--- config.mk ---
export PLATFORM = sky130hd
export DESIGN_NAME = i2s_fifo_reader
export DESIGN_NICKNAME = d
export VERILOG_FILES = /design/src/rtl/i2s_pkg.sv /design/src/rtl/i2s_bclk_gen.sv /design/src/rtl/i2s_fifo_reader.sv
export SDC_FILE = /design/constraint.sdc
export NUM_CORES = 1
export LEC_CHECK = 0
export ABC_AREA = 1
export CORE_ASPECT_RATIO = 0.9
export CORE_MARGIN = 8
export CORE_UTILIZATION = 57
export DETAILED_ROUTE_END_ITERATION = 8
export PLACE_DENSITY = 0.86
export SLEW_MARGIN = 20
export SYNTH_ARGS = -nofsm -noshare
export SYNTH_HDL_FRONTEND = slang
export SYNTH_SLANG_ARGS = --single-unit
export TNS_END_PERCENT = 50
--- constraint.sdc ---
create_clock -name clk -period 4 [get_ports clk]
set_clock_uncertainty 0.05 [all_clocks]
set_input_delay 0.6 -clock clk [delete_from_list [all_inputs] [get_ports clk]]
set_output_delay 0.6 -clock clk [all_outputs]
set_load 0.1 [all_outputs]
--- src/rtl/i2s_pkg.sv ---
// Shared types and constants for the I2S FIFO reader.
package i2s_pkg;

  typedef enum logic [2:0] {
    IDLE = 3'b001,
    POLL = 3'b010,
    WAIT = 3'b100
  } i2s_fetch_state_t;

  localparam int unsigned I2S_DATA_DELAY = 1;
  localparam int unsigned UNDERRUN_CNT_W = 16;

endpackage

--- src/rtl/i2s_bclk_gen.sv ---
// Bit-clock divider: bclk toggles every BCLK_DIV clk cycles; fall marks the 1->0 cycle.
module i2s_bclk_gen #(
  parameter int unsigned BCLK_DIV = 4
) (
  input  logic clk,
  input  logic rst,
  output logic bclk,
  output logic fall
);
  localparam int unsigned DIV_W = (BCLK_DIV > 1) ? $clog2(BCLK_DIV) : 1;

  if (BCLK_DIV < 2) begin : g_bad_div
    $error("BCLK_DIV must be at least 2");
  end

  logic [DIV_W-1:0] div_q, div_d;
  logic             bclk_q, bclk_d;
  logic             wrap;

  always_comb begin
    wrap   = (div_q == DIV_W'(BCLK_DIV - 1));
    div_d  = wrap ? '0 : div_q + 1'b1;
    bclk_d = wrap ? ~bclk_q : bclk_q;
  end

  always_ff @(posedge clk) begin
    if (rst) begin
      div_q  <= '0;
      bclk_q <= 1'b0;
    end else begin
      div_q  <= div_d;
      bclk_q <= bclk_d;
    end
  end

  assign bclk = bclk_q;
  assign fall = wrap && bclk_q;

endmodule

--- src/rtl/i2s_fifo_reader.sv ---
// I2S master draining {left,right} words from a standard FIFO, one word per frame.
// Optional build macro: I2S_UNDERRUN_CNT_EN adds the saturating underrun_count port.
module i2s_fifo_reader
  import i2s_pkg::*;
#(
  parameter int unsigned SAMPLE_WIDTH = 16,
  parameter int unsigned SLOT_BITS    = 32,
  parameter int unsigned BCLK_DIV     = 4
) (
  input  logic                      clk,
  input  logic                      rst,
  input  logic                      fifo_rd_ready,
  output logic                      fifo_rd_en,
  input  logic [2*SAMPLE_WIDTH-1:0] fifo_rd_data,
  output logic                      i2s_bclk,
  output logic                      i2s_lrclk,
  output logic                      i2s_sd,
  output logic                      underrun
`ifdef I2S_UNDERRUN_CNT_EN
  ,
  output logic [UNDERRUN_CNT_W-1:0] underrun_count
`endif
);
  localparam int unsigned FRAME_BITS = 2 * SLOT_BITS;
  localparam int unsigned CNT_W      = $clog2(FRAME_BITS);
  localparam int unsigned WORD_W     = 2 * SAMPLE_WIDTH;

  if (SLOT_BITS <= SAMPLE_WIDTH) begin : g_bad_slot
    $error("SLOT_BITS must exceed SAMPLE_WIDTH");
  end

  logic              fall;
  logic [CNT_W-1:0]  bit_cnt_q, bit_cnt_d;
  logic [WORD_W-1:0] frame_q, frame_d, hold_q, hold_d;
  logic              hold_valid_q, hold_valid_d;
  logic              started_q, started_d;
  logic              lrclk_q, lrclk_d, sd_q, sd_d, underrun_q, underrun_d;
  logic              frame_start, capture;
  i2s_fetch_state_t  state_q, state_d;

  i2s_bclk_gen #(.BCLK_DIV(BCLK_DIV)) u_bclk (
    .clk  (clk),
    .rst  (rst),
    .bclk (i2s_bclk),
    .fall (fall)
  );

  // Slot offset o carries sample bit SAMPLE_WIDTH-o for o in 1..SAMPLE_WIDTH, else 0.
  function automatic logic sel_bit(input logic [WORD_W-1:0] w, input logic [CNT_W-1:0] cnt);
    int unsigned       c, o, idx;
    logic              right;
    logic [WORD_W-1:0] sh;
    c     = 32'(cnt);
    right = (c >= SLOT_BITS);
    o     = right ? c - SLOT_BITS : c;
    if (o >= I2S_DATA_DELAY && o < SAMPLE_WIDTH + I2S_DATA_DELAY) begin
      idx = SAMPLE_WIDTH - 1 - (o - I2S_DATA_DELAY) + (right ? 0 : SAMPLE_WIDTH);
      sh  = w >> idx;
      return sh[0];
    end
    return 1'b0;
  endfunction

  always_comb begin
    bit_cnt_d    = bit_cnt_q;
    lrclk_d      = lrclk_q;
    sd_d         = sd_q;
    state_d      = state_q;
    hold_d       = hold_q;
    hold_valid_d = hold_valid_q;
    started_d    = started_q;
    frame_d      = frame_q;
    fifo_rd_en   = 1'b0;

    if (fall) begin
      bit_cnt_d = (bit_cnt_q == CNT_W'(FRAME_BITS - 1)) ? '0 : bit_cnt_q + 1'b1;
      lrclk_d   = (32'(bit_cnt_d) >= SLOT_BITS);
      sd_d      = sel_bit(frame_q, bit_cnt_d);
    end
    frame_start = fall && (bit_cnt_d == '0);
    capture     = (state_q == WAIT);
    underrun_d  = frame_start && !hold_valid_q && !capture && started_q;

    unique case (state_q)
      IDLE: if (frame_start) state_d = POLL;
      POLL: begin
        fifo_rd_en = fifo_rd_ready && !rst;
        if (fifo_rd_en) state_d = WAIT;
      end
      WAIT: begin
        hold_d       = fifo_rd_data;
        hold_valid_d = 1'b1;
        started_d    = 1'b1;
        // A capture that coincides with frame start is consumed at once, so keep prefetching.
        state_d      = frame_start ? POLL : IDLE;
      end
      default: state_d = POLL;
    endcase

    if (frame_start) begin
      frame_d      = capture ? fifo_rd_data : (hold_valid_q ? hold_q : '0);
      hold_valid_d = 1'b0;
    end
  end

  always_ff @(posedge clk) begin
    if (rst) begin
      bit_cnt_q    <= CNT_W'(FRAME_BITS - 1);
      lrclk_q      <= 1'b0;
      sd_q         <= 1'b0;
      underrun_q   <= 1'b0;
      state_q      <= POLL;
      hold_q       <= '0;
      hold_valid_q <= 1'b0;
      started_q    <= 1'b0;
      frame_q      <= '0;
    end else begin
      bit_cnt_q    <= bit_cnt_d;
      lrclk_q      <= lrclk_d;
      sd_q         <= sd_d;
      underrun_q   <= underrun_d;
      state_q      <= state_d;
      hold_q       <= hold_d;
      hold_valid_q <= hold_valid_d;
      started_q    <= started_d;
      frame_q      <= frame_d;
    end
  end

  assign i2s_lrclk = lrclk_q;
  assign i2s_sd    = sd_q;
  assign underrun  = underrun_q;

`ifdef I2S_UNDERRUN_CNT_EN
  logic [UNDERRUN_CNT_W-1:0] ucnt_q;

  always_ff @(posedge clk) begin
    if (rst) begin
      ucnt_q <= '0;
    end else if (underrun_d && (ucnt_q != '1)) begin
      ucnt_q <= ucnt_q + 1'b1;
    end
  end

  assign underrun_count = ucnt_q;
`endif

endmodule
Word-level counts from Yosys, hierarchy flattened
Cells that the tools add are included.
{"block": "op_classes", "n_reduce_logical": 14, "n_bitwise": 1, "n_div": 0, "n_mul": 0, "n_shift": 1, "eq_ne": 7, "mux": 15, "order_cmp": 3, "n_addsub": 6}
{"op": "$mux W32", "n": 3}
{"op": "$add A32 B5 Y32", "n": 1}
{"op": "$ge A32 B1 Y1 const B", "n": 1}
{"op": "$lt A32 B5 Y1 const B", "n": 1}
{"op": "$shr A32 B32 Y1", "n": 1}
{"op": "$sub A32 B1 Y32 const B", "n": 1}
{"op": "$sub A4 B32 Y32 const A", "n": 1}
{"op": "$mux W6", "n": 2}
{"op": "$pmux W3 S3", "n": 1}
{"op": "$logic_and A1 B1 Y1", "n": 7}
{"op": "$sub A6 B6 Y7 const B", "n": 1}
{"op": "$add A6 B1 Y6 const B", "n": 1}
{"op": "$eq A6 B6 Y1 const B", "n": 1}
{"op": "$ge A6 B6 Y1 const B", "n": 1}
{"op": "$logic_not A6 Y1", "n": 1}
{"op": "$mux W3", "n": 2}
{"op": "$mux W1", "n": 5}
{"op": "$mux W5", "n": 1}
{"op": "$ne A2 B2 Y1 const B", "n": 2}
{"op": "$reduce_or A2 Y1", "n": 2}
{"op": "$eq A3 B1 Y1 const B", "n": 1}
{"op": "$eq A3 B2 Y1 const B", "n": 1}
{"op": "$eq A3 B3 Y1 const B", "n": 1}
{"op": "$logic_not A1 Y1", "n": 3}
{"op": "5 further kinds", "n": 5}
{"block": "word_totals", "ram_bits": 0, "memories": 0, "rom_bits": 0, "in_bits": 35, "out_inout_bits": 5, "elab_cells": 58, "reg_bits": 81, "latch_bits": 0}

Logic depth before layout (Yosys ltp)
Gate-level depths: netlist (run 1).
{"block": "logic_depth", "word_depth": 10, "mapped_depth": 22, "mapped_depth_nobuf": 22}

Modules after synthesis
Synthesis (run 1) repeated with hierarchy kept, for this count alone.
{"block": "unflattened", "hier_cells": 544, "hier_area_um2": 3804.9}
{"module": "i2s_fifo_reader", "seq_area_each_um2": 1561.5, "cells_per_inst": 532, "n_inst": 1, "area_each_um2": 3697.3}
{"module": "i2s_bclk_gen", "seq_area_each_um2": 60.1, "cells_per_inst": 12, "n_inst": 1, "area_each_um2": 107.6}

Worst setup path before layout (run 1)
No wires, ideal clock.
{"block": "synth_path", "path_kind": "input to output", "from": "input rst", "to": "output fifo_rd_en", "cell_stages": 4, "n_path_buf": 3, "t_required_ns": 3.350, "slack_ns": 0.059, "t_arrival_ns": 3.291, "cell_sequence": "clkbuf_1 -> buf_1 -> buf_1 -> nor3_1"}
{"block": "synth_via", "elab_chain_cells": 3}
{"item": "from (decl)", "line": "i2s_fifo_reader.sv:11", "source": "input logic rst,"}
{"item": "$logic_not A1 Y1", "line": "i2s_fifo_reader.sv:87", "source": "fifo_rd_en = fifo_rd_ready && !rst;"}
{"item": "$logic_and A1 B1 Y1", "line": "i2s_fifo_reader.sv:87"}
{"item": "$mux W1", "line": "i2s_fifo_reader.sv:84", "source": "unique case (state_q)"}
{"item": "to (decl)", "line": "i2s_fifo_reader.sv:13", "source": "output logic fifo_rd_en,"}
No other way between the ends.

Worst setup path after layout (run 1)
{"block": "layout_path", "from": "register bit_cnt_q[0]", "to": "register sd_q, in the netlist i2s_sd"}
{"block": "layout_via", "elab_chain_cells": 10, "elab_cells_between_ends": 18, "cone_classes": "add/sub (5); order compare (3); eq/ne (1); shift (1); mux (7); reduce/logical (1)"}
{"item": "from (decl)", "line": "i2s_fifo_reader.sv:33", "source": "logic [CNT_W-1:0] bit_cnt_q, bit_cnt_d;"}
{"item": "from (signal assigned)", "line": "i2s_fifo_reader.sv:108", "source": "bit_cnt_q <= CNT_W'(FRAME_BITS - 1);"}
{"item": "from (signal assigned)", "line": "i2s_fifo_reader.sv:118", "source": "bit_cnt_q <= bit_cnt_d;"}
{"item": "$add A6 B1 Y6 / $eq A6 B6 Y1 (equally long branches)", "line": "i2s_fifo_reader.sv:76", "source": "bit_cnt_d = (bit_cnt_q == CNT_W'(FRAME_BITS - 1)) ? '0 : bit_cnt_q + 1'b1;"}
{"item": "$mux W6 *", "line": "i2s_fifo_reader.sv:76"}
{"item": "$sub A6 B6 Y7 / $ge A6 B6 Y1 (equally long branches)", "line": "i2s_fifo_reader.sv:55, i2s_fifo_reader.sv:54"}
{"item": "$mux W32", "line": "i2s_fifo_reader.sv:55", "source": "o = right ? c - SLOT_BITS : c;"}
{"item": "$sub A32 B1 Y32", "line": "i2s_fifo_reader.sv:57", "source": "idx = SAMPLE_WIDTH - 1 - (o - I2S_DATA_DELAY) + (right ? 0 : SAMPLE_WIDTH);"}
{"item": "$sub A4 B32 Y32", "line": "i2s_fifo_reader.sv:57"}
{"item": "$add A32 B5 Y32", "line": "i2s_fifo_reader.sv:57"}
{"item": "$shr A32 B32 Y1", "line": "i2s_fifo_reader.sv:58", "source": "sh = w >> idx;"}
{"item": "$mux W1", "line": "i2s_fifo_reader.sv:56", "source": "if (o >= I2S_DATA_DELAY && o < SAMPLE_WIDTH + I2S_DATA_DELAY) begin"}
{"item": "$mux W1 *", "line": "i2s_fifo_reader.sv:61", "source": "return 1'b0;"}
{"item": "to (signal assigned)", "line": "i2s_fifo_reader.sv:110", "source": "sd_q <= 1'b0;"}
{"item": "to (signal assigned)", "line": "i2s_fifo_reader.sv:120", "source": "sd_q <= sd_d;"}
{"item": "to (decl)", "line": "i2s_fifo_reader.sv:37", "source": "logic lrclk_q, lrclk_d, sd_q, sd_d, underrun_q, underrun_d;"}
Every way passes the cells marked *; elsewhere a longest branch is shown, timed or not. The select of a mux whose other input is x is not followed.
A chain may end at the register's enable or synchronous reset.

==> results of run 1 <==
[path summary, 6_finish.rpt]
check	to	slack [ps]	depth (start not counted)
setup / recovery	i2s_sd	720	21
hold / removal	u_bclk.div_q[0]	390	1
setup reg to reg	i2s_sd	720	21
hold reg to reg	u_bclk.div_q[0]	390	1
[cells in the final DEF, fill, tap and decap left out, types with 2 or more instances in the layout]
cell type / instances
nand2_1: 185
dfxtp_1: 81
a21oi_1: 55
inv_1: 42
nand3_1: 38
clkdlybuf4s50_1: 38
nor2_1: 26
o21ai_0: 21
o21ai_1: 16
ha_1: 14
nand4_1: 9
clkbuf_8: 9
conb_1: 8
nor3_1: 5
a22oi_2: 4
inv_2: 3
buf_4: 3
nor2_2: 2
nand3_2: 2
nand3b_1: 2
o21ai_2: 2
nor3_2: 2
nand2_4: 2
xor2_1: 2
clkbuf_1: 2
clkinvlp_4: 2
inv_6: 2
[power by group]
group / internal, mW / switching [mW]
logic: 0.0612 / 0.0812
registers: 0.819 / 0.00627
clock network: 0.293 / 0.296
total: 1.17 / 0.383
[Yosys cell counts, types with 2 or more instances]
cell type	instances
buf_6	5
nor2_1	26
nand3_1	38
o21ai_2	2
nand2_1	185
nand4_1	9
o21ai_0	21
a22oi_2	4
nand3b_1	2
dfxtp_1	81
a21oi_1	55
inv_2	3
inv_1	42
buf_2	4
o21ai_1	16
nand3_2	2
nor2_2	2
nand2_4	2
buf_1	3
ha_1	14
xor2_1	2
nor3_2	3
clkbuf_1	13
nor3_1	5
[cells by family (layout without fill, tap and decap cells)]
family                   after synthesis  in the layout  share of synthesized area (%)
buffers and inverters                 72            105                           8.05
XOR/XNOR                               3              3                          0.674
other                                  1              8                         0.0961
AO/OA/AOI/OAI                        102            102                           14.6
adder cells (fa/ha/maj)               14             14                           4.49
AND/OR/NAND/NOR                      278            278                           30.5
flip-flops                            81             81                           41.6
[per-layer routing]
layer | GRT usage, % | vias to the layer above
li1 | - | 1852
met1 | 23.3 | 1605
met2 | 34.0 | 100
met3 | 4.41 | 13
met4 | 5.78 | 0
met5 | 0 | -
[final cells by class]
type | instances | share of cell area, %
timing repair buffer | 42 | 9.34
clock inverter | 5 | 1.38
tap | 90 | 2.49
clock buffer | 11 | 2.90
inverter | 47 | 3.92
multi-input combinational | 405 | 44.1
sequential | 81 | 35.8
[sequential cells by signal, indices dropped and copies added (netlist names), 2 cells and up]
name	flops
state_q	3
bit_cnt_q	6
frame_q	32
u_bclk.div_q	2
hold_q	32
[through the flow]
step | std cells | hold slack [ps] | utilization [%]
2_1_floorplan | 558 | 354 | -
3_3_place_gp | 665 | 365 | 65.8
3_5_place_dp | 665 | 385 | 65.8
4_1_cts | 681 | 400 | 68.7
5_1_grt | 681 | 429 | 68.7
6_report | 681 | 392 | 68.7
==> flow_summary.ini, run 1 <==
[outcome]
status = finished clean

[floorplanning]
die_w_um = 103
num_rows = 28
die_area_mm2 = 0.00975
io_pins = 40
start_util_pct = 59.2
core_mm2 = 0.00659
die_h_um = 94.5

[routing]
wl_met2_um = 4150
dr_total_vias = 3570
wl_met3_um = 428
drt-vias-per-instance = 5.24
wl_met1_um = 4000
first_pass_iters = 5
wl_per_cell_um = 12.8
postRouteAntennaNets = 0
drc_errors = 0
highest-signal-layer = met4
wl_um = 8690
initialDrtViolationCount = 288

[setup_path]
start_kind = flip-flop
crit_path_max_fanout = 6
worst-path-buf-inv = 2
arrival_ps = 3530
cpLargestDelayFamily = simple AND/OR/NAND/NOR gates
cp.required_ps = 4240
r2r_start = bit_cnt_q[0]
criticalPathCategory = flip-flop to flip-flop
end_kind = flip-flop
crit_top_cell = nand2_1
crit_path_max_incr_delay_ps = 410
crit_slowest_cell = dfxtp_1
path_cells = ha_1, nand2_1, nor2_2, nand2_1, nand2_1, nand2_1, o21ai_2, inv_2, ha_1, nand3b_1, o21ai_0, inv_1, ha_1, nand4_1, nor2_1, nand3_1, a21oi_1, nand3_1, nor2_1, nand3_1, nand2_1
crit_path_start = bit_cnt_q[0]

[global_route]
grt_remaining_overflow = 0
grt_usage_pct = 19.5
antenna_found_initial = 0
grt_pass1_wl_um = 15400
grt_max_degree = 46
first_global_vias = 3547

[sta]
fin_crit_sh_pct = 82.0
relSlewSlack_pct = 32.9
period_minus_slack_ps = 3280
setup_viol = 0
rsz0062_at_grt = no
final.setup.worst_slack_ps = 718
fmax_mhz = 305
tns_ps = 0
worst_slew_pin_slew_ps = 1010
hold_viol = 0
finalMaxSlewViolations = 0

[clocking]
cts_hold_buf = 0
clk_path_buf_depth = 2
clk_latency_ps = 350
clkTransAtPathRegs_ps = 80
cts.sinks = 81
cts_max_level = 3
cts_buffers = 9
cts_root_buf = clkbuf_8
post_cts_resize_count = 0
cts_tree = yes
post-cts-setup-buffers = 0

[worst_hold_path]
hp-class = flip-flop to flip-flop
min_from = u_bclk.div_q[0]

[place]
port_buffers = 39
placed_cell_area_mm2 = 0.00433
dp_hpwl_um = 6180
gp_congestion = 0.895
dp_slack_ps = 802

[synth]
synth.top_cell.area_share_pct = 41.6
netlist_top_cells_area = dfxtp_1 (42%), nand2_1 (18%), a21oi_1 (7.1%)
synth_cell_types = 36
yosys_most_used_dff = dfxtp_1
yosysWarnings = 0
mappedNetlistArea_mm2 = 0.00390
async_reset_ff_share_pct = 0
synth_edf_count = 0
synthCells = 551
synth-seq-cells = 81
synth-seq-area-share_pct = 41.6
syn_avg_cell_area_um2 = 7.08
yosysTopAreaCell = dfxtp_1

[run]
max_cap_viol_count = 0

[cells_and_area]
antennaDiodeCount = 0
final_nets = 635
regArea_mm2 = 0.00162
multiInputGateArea_mm2 = 0.00200
syn_to_final_growth_pct = 16.0
fillCellCount = 566
fin_area_mm2 = 0.00453
final_layout_size_suffix_gt1_share_pct = 6.94

[power]
ir_worst_vdd_uv = 243
static-leakage-power_nw = 2.00
p_total_mw = 1.56
power.density_mw_per_mm2 = 344
Note: power is estimated with default switching activity, not from simulation.
==> inputs of run 2 (changes only) <==
- CORE_UTILIZATION: 57 -> 51
- PLACE_DENSITY: 0.86 -> 0.82
- clock period: 4 -> 2.8 ns (I/O delays scaled with it)
==> flow_summary.ini, run 2 (synthesis results as in run 1) <==
[clocking]
clk_latency_ps = 360
clkTransAtPathRegs_ps = 80
clk_path_buf_depth = 2
cts_root_buf = clkbuf_8
cts_tree = yes
cts.sinks = 81
cts_max_level = 3
cts_buffers = 9

[place]
dp_slack_ps = -268
dp_cells = 688
placed_cell_area_mm2 = 0.00448
dp_hpwl_um = 6620
gp_congestion = 0.901
port_buffers = 39

[setup_path]
end_kind = flip-flop
criticalPathCategory = flip-flop to flip-flop
crit_path_start = bit_cnt_q[0]
r2r_start = bit_cnt_q[0]
path_cells = ha_4, nand2_4, nor2_4, nand2_2, nand2_1, nand2_1, o21ai_2, inv_2, ha_4, nand3b_1, o21ai_2, inv_1, ha_1, nand3b_1, nor2_1, nand3_1, a21oi_1, nand3_1, nor2_2, nand3_1, nand2_1
start_kind = flip-flop
cp.required_ps = 3040
crit_slowest_cell = dfxtp_4
arrival_ps = 3130
r2r_slack_ps = -90
crit_path_max_fanout = 3
crit_path_max_incr_delay_ps = 380

[routing]
drt-vias-per-instance = 5.16
wl_um = 9500
initialDrtViolationCount = 236
postRouteAntennaNets = 0
dr_total_vias = 3698
drc_errors = 0
wl_per_cell_um = 13.3
first_pass_iters = 4

[cells_and_area]
layout_common_cells = nand2_1 (183), dfxtp_1 (78), a21oi_1 (55)
antennaDiodeCount = 0
syn_to_final_growth_pct = 24.6
fin_area_mm2 = 0.00486
final_nets = 664
regArea_mm2 = 0.00163
top_regs = frame_q: 32 flops, hold_q: 32 flops, bit_cnt_q: 6 flops
multiInputGateArea_mm2 = 0.00209
layout_commonest_cell = nand2_1
stdcell_count = 716
final_layout_size_suffix_gt1_share_pct = 14.4
fillCellCount = 618

[power]
p_total_mw = 2.20
intPower_mw = 1.64
power.density_mw_per_mm2 = 452
static-leakage-power_nw = 2.16
netSwitchingPower_uw = 551
p_comb_share_pct = 10.4
p_seq_share_pct = 53.6
switching_share_pct = 25.1
ir_worst_vdd_uv = 480
power.share.clock_pct = 36.0

[global_route]
first_global_vias = 3815
grt_usage_pct = 18.7
antenna_found_initial = 0
grt_max_degree = 35
grt_pass1_wl_um = 16500
grt_remaining_overflow = 0

[floorplanning]
die_area_mm2 = 0.0107
die_h_um = 99.0
start_util_pct = 52.2
num_rows = 30
die_w_um = 108
io_pins = 40
core_mm2 = 0.00747

[sta]
rsz0062_at_grt = yes
final.setup.worst_slack_ps = -89.7
fin_crit_sh_pct = 103
setup_viol = 1
hold_viol = 0
fmax_mhz = 346
finalMaxSlewViolations = 0
period_minus_slack_ps = 2890
relSlewSlack_pct = 62.3
hold_slack_ps = 387
worst_slew_pin_slew_ps = 562

[worst_hold_path]
min_from = u_bclk.div_q[0]
hp-class = flip-flop to flip-flop

[outcome]
failed_checks = negative setup slack
status = finished, violations left

[run]
max_cap_viol_count = 0
run 2: area by class of cell:
class | instances | area share [%]
clock buffers | 13 | 3.27
clock inverters | 3 | 0.515
inverters | 47 | 3.66
multi-input cells | 405 | 43.1
flip-flops and latches | 81 | 33.5
well taps | 96 | 2.47
repair buffers | 71 | 13.5
run 2: stage by stage:
step | setup TNS [ps] | util [%]
2_1_floorplan | -64.9 | -
3_3_place_gp | -14.2 | 59.9
3_5_place_dp | -268 | 59.9
4_1_cts | -63.5 | 64.4
5_1_grt | -272 | 65.1
6_report | -89.7 | 65.1
run 2: per-layer routing:
layer  vias to the layer above  GRT usage [%]  share of wire, %
met2                        86           31.5                49
met1                      1674           21.3                43
met3                        32           4.31               4.4
li1                       1906              -                 -
met4                         0           9.70               3.3
met5                         -              0                 0
run 2: final timing paths:
kind	cells past startpoint	end
max	21	i2s_sd
min	1	u_bclk.div_q[0]
max reg2reg	21	i2s_sd
min reg2reg	1	u_bclk.div_q[0]
run 2: repair_timing:
| action | 4_1_cts | 5_1_grt |
|---|---|---|
| hold buffers | 0 | 0 |
| setup buffers | 11 | 1 |
| setup endpoints to repair | 1 | 1 |
| pin swaps | 15 | 13 |
| gates resized for setup | 18 | 8 |
run 2: power by group through the flow:
stage          clock [mW]  sequential [mW]  combinational [mW]
5_1_grt             0.848             1.18               0.250
3_3_place_gp            0             1.21               0.207
3_5_place_dp            0             1.21               0.213
6_report            0.790             1.18               0.228
2_1_floorplan           0             1.21               0.117
4_1_cts             0.806             1.18               0.222
run 2: worst max-delay path: cells and delay by family, from the launching register on:
kind            cells  cell delay [ps]
simple gates       13             1250
fa+ha+maj           3              640
flops               1              380
compound gates      3              370
buf+inv             2              130
==> inputs of run 3 (changes only) <==
- CAP_MARGIN: not set -> 10
==> results of run 3 <==
The final DEF is identical to that of run 2; final timing and power are the same.
